==> src/rtl/uart_rx_param.sv <==
// Oversampling UART receiver with programmable data width, parity and stop bits.
// Delivers each word as a one-cycle valid pulse with parity and framing flags.
module uart_rx_param #(
  parameter int CLKS_PER_BIT = 16,
  parameter int DATA_BITS    = 8,
  parameter int PARITY       = 0,
  parameter int STOP_BITS    = 1,
  parameter int SYNC_STAGES  = 2
) (
  input  logic                 clk,
  input  logic                 rst,
  input  logic                 rx,
  output logic [DATA_BITS-1:0] data,
  output logic                 valid,
  output logic                 parity_err,
  output logic                 frame_err,
  output logic                 busy
);

  localparam int H  = CLKS_PER_BIT / 2;
  localparam int N  = DATA_BITS + ((PARITY != 0) ? 1 : 0) + STOP_BITS;
  localparam int CW = $clog2(CLKS_PER_BIT);
  localparam int IW = $clog2(N + 1);

  localparam logic [2:0] S_IDLE  = 3'd0;
  localparam logic [2:0] S_START = 3'd1;
  localparam logic [2:0] S_DATA  = 3'd2;
  localparam logic [2:0] S_PAR   = 3'd3;
  localparam logic [2:0] S_STOP  = 3'd4;
  localparam logic [2:0] S_BREAK = 3'd5;

  logic [SYNC_STAGES-1:0] sync;
  logic                   rxs;
  logic [2:0]             state, state_nxt;
  logic [CW-1:0]          cnt;
  logic [IW-1:0]          bit_idx;
  logic [DATA_BITS-1:0]   shreg;
  logic                   par_acc;
  logic                   ferr;
  logic                   tick;
  logic                   last_data;
  logic                   last_stop;
  logic                   done;

  assign rxs       = sync[SYNC_STAGES-1];
  assign tick      = (cnt == '0);
  assign last_data = (bit_idx == IW'(DATA_BITS - 1));
  assign last_stop = (bit_idx == IW'(STOP_BITS - 1));
  assign done      = (state == S_STOP) && tick && last_stop;

  always_comb begin
    state_nxt = state;
    case (state)
      S_IDLE:  if (!rxs) state_nxt = S_START;
      S_START: if (tick) state_nxt = rxs ? S_IDLE : S_DATA;
      S_DATA:  if (tick && last_data) state_nxt = (PARITY != 0) ? S_PAR : S_STOP;
      S_PAR:   if (tick) state_nxt = S_STOP;
      // a low stop sample parks the FSM until the line returns high
      S_STOP:  if (done) state_nxt = (ferr || !rxs) ? S_BREAK : S_IDLE;
      S_BREAK: if (rxs) state_nxt = S_IDLE;
      default: state_nxt = S_IDLE;
    endcase
  end

  always_ff @(posedge clk or posedge rst) begin
    if (rst) begin
      sync       <= '1;
      state      <= S_IDLE;
      busy       <= 1'b0;
      cnt        <= '0;
      bit_idx    <= '0;
      shreg      <= '0;
      par_acc    <= 1'b0;
      ferr       <= 1'b0;
      data       <= '0;
      valid      <= 1'b0;
      parity_err <= 1'b0;
      frame_err  <= 1'b0;
    end else begin
      sync  <= {sync[SYNC_STAGES-2:0], rx};
      state <= state_nxt;
      busy  <= (state_nxt != S_IDLE);

      // IDLE preloads the half-bit delay so the start sample lands mid-bit
      if (state == S_IDLE)
        cnt <= CW'(H - 1);
      else if (tick)
        cnt <= CW'(CLKS_PER_BIT - 1);
      else
        cnt <= cnt - 1'b1;

      if (state_nxt != state)
        bit_idx <= '0;
      else if (tick && (state == S_DATA || state == S_STOP))
        bit_idx <= bit_idx + 1'b1;

      if (state == S_DATA && tick)
        shreg <= {rxs, shreg[DATA_BITS-1:1]};

      if (state == S_IDLE)
        par_acc <= 1'b0;
      else if (tick && (state == S_DATA || state == S_PAR))
        par_acc <= par_acc ^ rxs;

      if (state == S_IDLE)
        ferr <= 1'b0;
      else if (state == S_STOP && tick && !rxs)
        ferr <= 1'b1;

      valid <= done;
      if (done) begin
        data       <= shreg;
        parity_err <= (PARITY == 1) ? ~par_acc : (PARITY == 2) ? par_acc : 1'b0;
        frame_err  <= ferr | ~rxs;
      end else begin
        parity_err <= 1'b0;
        frame_err  <= 1'b0;
      end
    end
  end

endmodule

==> config.mk <==
export PLATFORM = sky130hd
export DESIGN_NAME = uart_rx_param
export DESIGN_NICKNAME = d
export VERILOG_FILES = /design/src/rtl/uart_rx_param.sv
export SDC_FILE = /design/constraint.sdc
export NUM_CORES = 1
export LEC_CHECK = 0
export CORE_MARGIN = 10
export CORE_UTILIZATION = 50
export CTS_CLUSTER_SIZE = 12
export DETAILED_ROUTE_END_ITERATION = 10
export HOLD_SLACK_MARGIN = 0.06
export MAX_ROUTING_LAYER = met4
export PLACE_DENSITY = 0.8
export SETUP_SLACK_MARGIN = 0.2
export SKIP_LAST_GASP = 1
export SYNTH_ARGS = -nofsm -noshare
export SYNTH_HDL_FRONTEND = slang
export SYNTH_SLANG_ARGS = --single-unit
==> constraint.sdc <==
create_clock -name clk -period 1.63 [get_ports clk]
set_clock_uncertainty 0.1 [all_clocks]
set_input_delay 0.163 -clock clk [delete_from_list [all_inputs] [get_ports clk]]
set_output_delay 0.163 -clock clk [all_outputs]
set_load 0.02 [all_outputs]
==> tab_implementation.tex, run 1 <==
\begin{tabular}{lr}
\hline
Metric & Value \\
\hline
\multicolumn{2}{l}{\textbf{Place}} \\
Port Buffer Count & 13 \\
Post-Place Cell Area & 1880 um\^{}2 \\
DP Cell Count & 197 \\
Final Wtd Congestion & 0.847 \\
Sum of net half-perimeters after detailed placement & 2200 um \\
\multicolumn{2}{l}{\textbf{Layout}} \\
Share of cells above drive strength 1 & 47.4\% \\
Total Nets Final & 178 \\
Final Instance Area & 2190 um\^{}2 \\
Final cell utilization of the core & 72.3\% \\
Leading cell type in the layout, fill and taps excluded & sky130\_fd\_sc\_hd\_\_dfrtp\_1 \\
Number of antenna cells inserted & 0 \\
Final standard cell count with taps included and fillers excluded & 217 \\
Area Growth Syn to Fin & 39.3\% \\
Commonest cells after routing, fill and taps aside & sky130\_fd\_sc\_hd\_\_dfrtp\_1 (30), sky130\_fd\_sc\_hd\_\_buf\_4 (26), sky130\_fd\_sc\_hd\_\_dlygate4sd2\_1 (11) \\
\multicolumn{2}{l}{\textbf{Global routing}} \\
Global routing met2 resource utilization & 19.8\% \\
Met1 Usage GRT & 13.4\% \\
Antenna violations before repair & 0 \\
Met3 Use GR & 3.66\% \\
Largest net degree at the start of global routing & 34 \\
Wire length of the first global-routing pass & 5640 um \\
Total Routing Usage GR & 11.8\% \\
Gr ovfl total & 0 \\
Layer with the highest usage after global routing & met2 \\
Number of global-route vias before repair & 1177 \\
\multicolumn{2}{l}{\textbf{Clocking}} \\
Total CTS buffers & 5 \\
CTS H-tree depth & 2 \\
Quantity of hold-fixing buffers added after cts & 0 \\
Library cell used as clock root buffer & sky130\_fd\_sc\_hd\_\_clkbuf\_4 \\
Worst-path clk slew & 0.10 ns \\
\# clock sinks & 33 \\
Insertion delay to the later sink of the worst-skew pair & 0.32 ns \\
Maximum clock path buffer count & 2 \\
TritonCTS clock tree & done \\
\multicolumn{2}{l}{\textbf{Critical path}} \\
Critical path launch point type & flip-flop \\
Arrival time at the worst endpoint & 1.99 ns \\
Max Fanout on Critical Path & 5 \\
Kind of capture point of the worst setup path & flip-flop \\
Type of the worst setup path & reg -> reg \\
Data required time at the worst endpoint & 1.78 ns \\
\multicolumn{2}{l}{\textbf{Routing}} \\
Number of remaining DRC errors & 0 \\
DRC marker count from the first detailed-route iteration & 122 \\
First-pass iteration count of the detailed router & 4 \\
Number of routed nets with antenna violations & 0 \\
Post-detailed-routing wire length & 3590 um \\
Vias & 1203 \\
Wirelength per Cell & 16.5 um \\
Via density per instance & 5.54 \\
\multicolumn{2}{l}{\textbf{Timing}} \\
Worst-case setup margin in the final layout & -0.208 ns \\
Setup violations, final & 23 \\
Number of failing hold endpoints at the final stage & 0 \\
Tightest slew margin relative to the limit & 65.6\% \\
Transition time at the pin with the least slew margin & 0.513 ns \\
Final count of pins violating max slew & 0 \\
Period utilisation layout & 113\% \\
Setup repair after global routing missed its margin & yes \\
Worst hold margin & 0.131 ns \\
Setup total negative slack & -3.51 ns \\
Maximum frequency from static timing analysis & 544 MHz \\
Min cycle time layout & 1.84 ns \\
\multicolumn{2}{l}{\textbf{Synthesis}} \\
Post-synthesis instance area & 1570 um\^{}2 \\
Prevailing post-synth register cell & sky130\_fd\_sc\_hd\_\_dfrtp\_1 \\
Number of warning messages in the yosys log & 0 \\
Synth Register Bits & 33 \\
Cells after synthesis & 129 \\
Ys async rst share & 100\% \\
Number of nets in the synthesized netlist & 135 \\
Register area share after synthesis & 52.7\% \\
Count of flip-flops with a built-in enable after synthesis & 0 \\
Distinct cell type count of the synthesized netlist & 42 \\
Mean instance size in the synthesized netlist & 12.2 um\^{}2 \\
\multicolumn{2}{l}{\textbf{Power and ir drop}} \\
Ratio of total power to cell area & 1230 nW/um\^{}2 \\
Leakage Power & 1.07 nW \\
IR Drop Worst-Case VDD & 866 uV \\
\multicolumn{2}{l}{\textbf{Floorplan}} \\
Starting Density & 51.9\% \\
Height of the chip & 76.1 um \\
DIE AREA & 5790 um\^{}2 \\
Row count & 20 \\
Ports placed on the boundary & 15 \\
Die X-Extent & 76.1 um \\
Area inside the core boundary & 3030 um\^{}2 \\
\multicolumn{2}{l}{\textbf{Outcome}} \\
Violations in the final reports & setup timing \\
Outcome & finished, violations left \\
\multicolumn{2}{l}{\textbf{Min path}} \\
HP Class & in -> async \\
\multicolumn{2}{l}{\textbf{Run}} \\
Max cap viols & 0 \\
\hline
\end{tabular}
==> sequential cells by signal, indices dropped and copies added, names as in the netlist <==
signal and flops:
bit_idx 4, shreg 8, state 3, valid 1
ferr 1, frame_err 1, data 8, busy 1
cnt 4, sync 2
==> per-layer routing <==
metal  wire, um  part of all wire, %  vias to the layer above
li1           -                    -                      546
met1       1450                   41                      613
met2       1910                   53                       38
met3        182                  5.1                        6
met4         40                  1.1                        0
met5          0                    0                        -
==> metrics by stage <==
step                      power [mW]  setup slack, ns
after floorplan                 1.51          0.00476
final                           2.70           -0.208
after detailed placement        1.76           -0.193
after CTS                       2.54           -0.156
after global placement          1.72          -0.0754
after global routing            2.85           -0.328
==> report_power, final <==
part	total (mW)	switching [mW]	internal [mW]
registers	1.06	0.136	0.920
logic	1.01	0.470	0.544
clock network	0.631	0.265	0.366
==> Yosys cell counts, types with 2 or more instances <==
cell / instances / area share, %
sky130_fd_sc_hd__ha_1: 3 / 2.4
sky130_fd_sc_hd__mux2_4: 8 / 7.6
sky130_fd_sc_hd__o21ai_0: 4 / 1.3
sky130_fd_sc_hd__nor2b_1: 2 / 0.80
sky130_fd_sc_hd__nor4_1: 4 / 1.6
sky130_fd_sc_hd__and3_1: 2 / 0.80
sky130_fd_sc_hd__dfrtp_1: 31 / 49
sky130_fd_sc_hd__buf_6: 2 / 1.4
sky130_fd_sc_hd__nor3b_1: 3 / 1.4
sky130_fd_sc_hd__nor4b_1: 2 / 1.1
sky130_fd_sc_hd__mux2_2: 8 / 5.7
sky130_fd_sc_hd__nand2_1: 7 / 1.7
sky130_fd_sc_hd__xor2_1: 3 / 1.7
sky130_fd_sc_hd__xnor2_1: 3 / 1.7
sky130_fd_sc_hd__inv_1: 7 / 1.7
sky130_fd_sc_hd__nor2_1: 5 / 1.2
sky130_fd_sc_hd__nand3_1: 3 / 0.96
sky130_fd_sc_hd__or3_1: 3 / 1.2
sky130_fd_sc_hd__a21oi_1: 4 / 1.3
sky130_fd_sc_hd__dfstp_2: 2 / 3.3
sky130_fd_sc_hd__buf_2: 2 / 0.64
==> final timing paths <==
check | from | end | slack (ns) | cells after the start
max | cnt[0]$_DFF_PP0_ | busy$_DFF_PP0_ | -0.21 | 7
min | rst | cnt[0]$_DFF_PP0_ | 0.13 | 3
max reg2reg | cnt[0]$_DFF_PP0_ | busy$_DFF_PP0_ | -0.21 | 7
min reg2reg | sync[0]$_DFF_PP1_ | sync[1]$_DFF_PP1_ | 0.26 | 0
max in group asynchronous | rst | sync[0]$_DFF_PP1_ | 0.97 | 3
min in group clk | rx | sync[0]$_DFF_PP1_ | 0.14 | 1
==> repair_timing <==
item | in CTS | in global routing
gates resized for setup | 24 | 14
endpoints found under the setup margin | 37 | 27
pin swaps | 8 | 9
cloned | 0 | 1
setup buffers | 4 | 7
==> critical path: stages, from the launching register on <==
cell and delay [ns]:
sky130_fd_sc_hd__dfrtp_1 0.41, sky130_fd_sc_hd__inv_2 0.09, sky130_fd_sc_hd__ha_4 0.15, sky130_fd_sc_hd__nor3b_4 0.28
sky130_fd_sc_hd__nand4b_1 0.26, sky130_fd_sc_hd__buf_4 0.22, sky130_fd_sc_hd__nand3b_1 0.12, sky130_fd_sc_hd__o21bai_4 0.13
==> final cells by class <==
class / count / area [um^2]
Timing Repair Buffer: 42 / 354
Inverter: 7 / 26.3
Fill cell: 199 / 838
Multi-Input combinational cell: 83 / 840
Tap cell: 44 / 55.1
Clock inverter: 1 / 30.0
Clock buffer: 7 / 55.1
Sequential cell: 33 / 830
==> cells by family (layout without fill, tap and decap cells) <==
logic type	after synthesis	after routing	share of synthesized area, %
other	1	1	0.239
xor gates and xnor gates	6	6	3.34
AOI/OAI and AO/OA	14	14	5.57
buffers and inverters	14	57	4.78
adders and majority gates	3	3	2.39
DFF	33	33	52.7
and+or+nand+nor	41	42	17.0
muxes	17	17	14.0
Power figures use the tool's default switching activity.
==> run 2, diff against run 1 <==
--- a/config.mk
+++ b/config.mk
@@ -6,12 +6,12 @@
 export NUM_CORES = 1
 export LEC_CHECK = 0
 export CORE_MARGIN = 10
-export CORE_UTILIZATION = 50
+export CORE_UTILIZATION = 60
 export CTS_CLUSTER_SIZE = 12
 export DETAILED_ROUTE_END_ITERATION = 10
 export HOLD_SLACK_MARGIN = 0.06
 export MAX_ROUTING_LAYER = met4
-export PLACE_DENSITY = 0.8
+export PLACE_DENSITY = 0.89
 export SETUP_SLACK_MARGIN = 0.2
 export SKIP_LAST_GASP = 1
 export SYNTH_ARGS = -nofsm -noshare
==> constraint.sdc (replaced) <==
create_clock -name clk -period 2.35 [get_ports clk]
set_clock_uncertainty 0.1 [all_clocks]
set_input_delay 0.235 -clock clk [delete_from_list [all_inputs] [get_ports clk]]
set_output_delay 0.235 -clock clk [all_outputs]
set_load 0.02 [all_outputs]
==> tab_implementation.tex, run 2 (synthesis results as in run 1) <==
\begin{tabular}{lr}
\hline
Metric & Value \\
\hline
\multicolumn{2}{l}{\textbf{Clocking}} \\
CTS H-tree depth & 2 \\
Library cell used as clock root buffer & sky130\_fd\_sc\_hd\_\_clkbuf\_4 \\
\# clock sinks & 33 \\
Worst-path clk slew & 0.10 ns \\
Insertion delay to the later sink of the worst-skew pair & 0.35 ns \\
Total CTS buffers & 5 \\
Quantity of hold-fixing buffers added after cts & 0 \\
TritonCTS clock tree & done \\
Maximum clock path buffer count & 2 \\
\multicolumn{2}{l}{\textbf{Floorplan}} \\
Starting Density & 63.4\% \\
Area inside the core boundary & 2480 um\^{}2 \\
Ports placed on the boundary & 15 \\
DIE AREA & 5070 um\^{}2 \\
Row count & 18 \\
Height of the chip & 71.2 um \\
Die X-Extent & 71.2 um \\
\multicolumn{2}{l}{\textbf{Place}} \\
DP Cell Count & 166 \\
Sum of net half-perimeters after detailed placement & 2250 um \\
Port Buffer Count & 13 \\
Final Wtd Congestion & 0.881 \\
Setup WS pre-CTS & 0.282 ns \\
\multicolumn{2}{l}{\textbf{Timing}} \\
Min cycle time layout & 2.07 ns \\
Final count of pins violating max slew & 0 \\
Setup repair after global routing missed its margin & yes \\
Setup total negative slack & 0 ns \\
Worst-case setup margin in the final layout & 0.285 ns \\
Period utilisation layout & 87.9\% \\
Number of failing hold endpoints at the final stage & 0 \\
Maximum frequency from static timing analysis & 484 MHz \\
Setup violations, final & 0 \\
\multicolumn{2}{l}{\textbf{Outcome}} \\
Outcome & complete, no violations \\
\multicolumn{2}{l}{\textbf{Layout}} \\
Area Growth Syn to Fin & 13.1\% \\
Leading cell type in the layout, fill and taps excluded & sky130\_fd\_sc\_hd\_\_dfrtp\_1 \\
Final standard cell count with taps included and fillers excluded & 176 \\
Share of cells above drive strength 1 & 24.0\% \\
Fill cell instance count of the final layout & 169 \\
Largest regs & data (8), shreg (8) \\
Commonest cells after routing, fill and taps aside & sky130\_fd\_sc\_hd\_\_dfrtp\_1 (31), sky130\_fd\_sc\_hd\_\_clkdlybuf4s50\_1 (13), sky130\_fd\_sc\_hd\_\_mux2\_2 (8), sky130\_fd\_sc\_hd\_\_mux2\_4 (8) \\
Number of antenna cells inserted & 0 \\
Final cell utilization of the core & 71.8\% \\
Total Nets Final & 151 \\
\multicolumn{2}{l}{\textbf{Power and ir drop}} \\
Leakage Power & 0.852 nW \\
IR Drop Worst-Case VDD & 841 uV \\
Overall power of the completed layout & 1.40 mW \\
Ratio of total power to cell area & 789 nW/um\^{}2 \\
\multicolumn{2}{l}{\textbf{Critical path}} \\
Kind of capture point of the worst setup path & flip-flop \\
Arrival time at the worst endpoint & 2.17 ns \\
Type of the worst setup path & reg -> reg \\
Reg-to-reg slack, setup & 0.28 ns \\
Crit Reg-Reg Startpoint & cnt[0]\$\_DFF\_PP0\_ \\
Max Fanout on Critical Path & 7 \\
Startpoint of the worst setup timing path & cnt[0]\$\_DFF\_PP0\_ \\
Data required time at the worst endpoint & 2.46 ns \\
Critical path launch point type & flip-flop \\
Worst reg-to-reg path cell count & 6 \\
\multicolumn{2}{l}{\textbf{Global routing}} \\
Total Routing Usage GR & 13.3\% \\
Wire length of the first global-routing pass & 5290 um \\
Largest net degree at the start of global routing & 34 \\
Antenna violations before repair & 0 \\
Number of global-route vias before repair & 1084 \\
Gr ovfl total & 0 \\
\multicolumn{2}{l}{\textbf{Run}} \\
Max cap viols & 0 \\
\multicolumn{2}{l}{\textbf{Routing}} \\
Vias & 1069 \\
Wirelength per Cell & 17.8 um \\
Number of routed nets with antenna violations & 0 \\
DRC marker count from the first detailed-route iteration & 61 \\
Post-detailed-routing wire length & 3140 um \\
Via density per instance & 6.07 \\
Number of remaining DRC errors & 0 \\
First-pass iteration count of the detailed router & 5 \\
\multicolumn{2}{l}{\textbf{Min path}} \\
HP Class & in -> async \\
\hline
\end{tabular}
-- run 2: cell count changes in the layout (fill, tap and decap cells not counted), moves of 3 or more --
cell                              delta
sky130_fd_sc_hd__inv_1               +3
sky130_fd_sc_hd__nor4_2              -3
sky130_fd_sc_hd__dlygate4sd2_1      -11
sky130_fd_sc_hd__nor4_1              +3
sky130_fd_sc_hd__nor3b_1             +3
sky130_fd_sc_hd__inv_2               -3
sky130_fd_sc_hd__buf_4              -23
sky130_fd_sc_hd__clkdlybuf4s50_1    +11
-- run 2: per-stage QoR --
step | instance area (um^2) | hold WS (ns)
5_1_grt | 1780 | 0.180
3_5_place_dp | 1700 | 0.261
4_1_cts | 1750 | 0.163
2_1_floorplan | 1570 | 0.139
6_report | 1780 | 0.161
3_3_place_gp | 1700 | 0.247
-- run 2: critical path, cell delays in order, from the launching register on --
cell,delay [ns]
sky130_fd_sc_hd__dfrtp_1,0.41
sky130_fd_sc_hd__inv_1,0.10
sky130_fd_sc_hd__ha_1,0.27
sky130_fd_sc_hd__nor3b_4,0.38
sky130_fd_sc_hd__nand4b_1,0.21
sky130_fd_sc_hd__a31oi_2,0.35
sky130_fd_sc_hd__nor4_1,0.11
-- run 2: layer usage --
metal  wire [um]  track usage (%)  up-vias
li1            -                -      488
met4          80             4.95        0
met3         194             5.44       18
met5           0                -        -
met1        1220             13.3      526
met2        1650             22.7       37
-- run 2: layout make-up --
class,count,area (um^2),area share (%)
Tap cell,30,37.5,2.11
Sequential cell,33,828,46.6
Multi-Input combinational cell,82,682,38.4
Timing Repair Buffer,16,153,8.59
Clock inverter,2,10.0,0.563
Inverter,7,26.3,1.48
Clock buffer,6,41.3,2.32
-- run 2: timing repair --
item,4_1_cts,5_1_grt
setup endpoints to repair,0,21
buffers inserted,0,2
gates resized for setup,0,3
endpoints found under the hold margin,0,0
-- run 2: worst paths after layout --
| check | endpoint |
|---|---|
| worst max register to register | bit_idx[0]$_DFFE_PP0P_ |
| worst min register to register | sync[1]$_DFF_PP1_ |
| min in group clk | sync[0]$_DFF_PP1_ |
| worst min-delay path | data[4]$_DFFE_PP0P_ |
| worst max-delay path | bit_idx[0]$_DFFE_PP0P_ |
| max in group asynchronous | sync[0]$_DFF_PP1_ |
-- run 2: power by group --
part	internal, mW	total (mW)	switching, mW	leakage, nW
Clock	0.114	0.301	0.188	0.0320
Sequential	0.637	0.756	0.119	0.436
Combinational	0.161	0.346	0.185	0.385
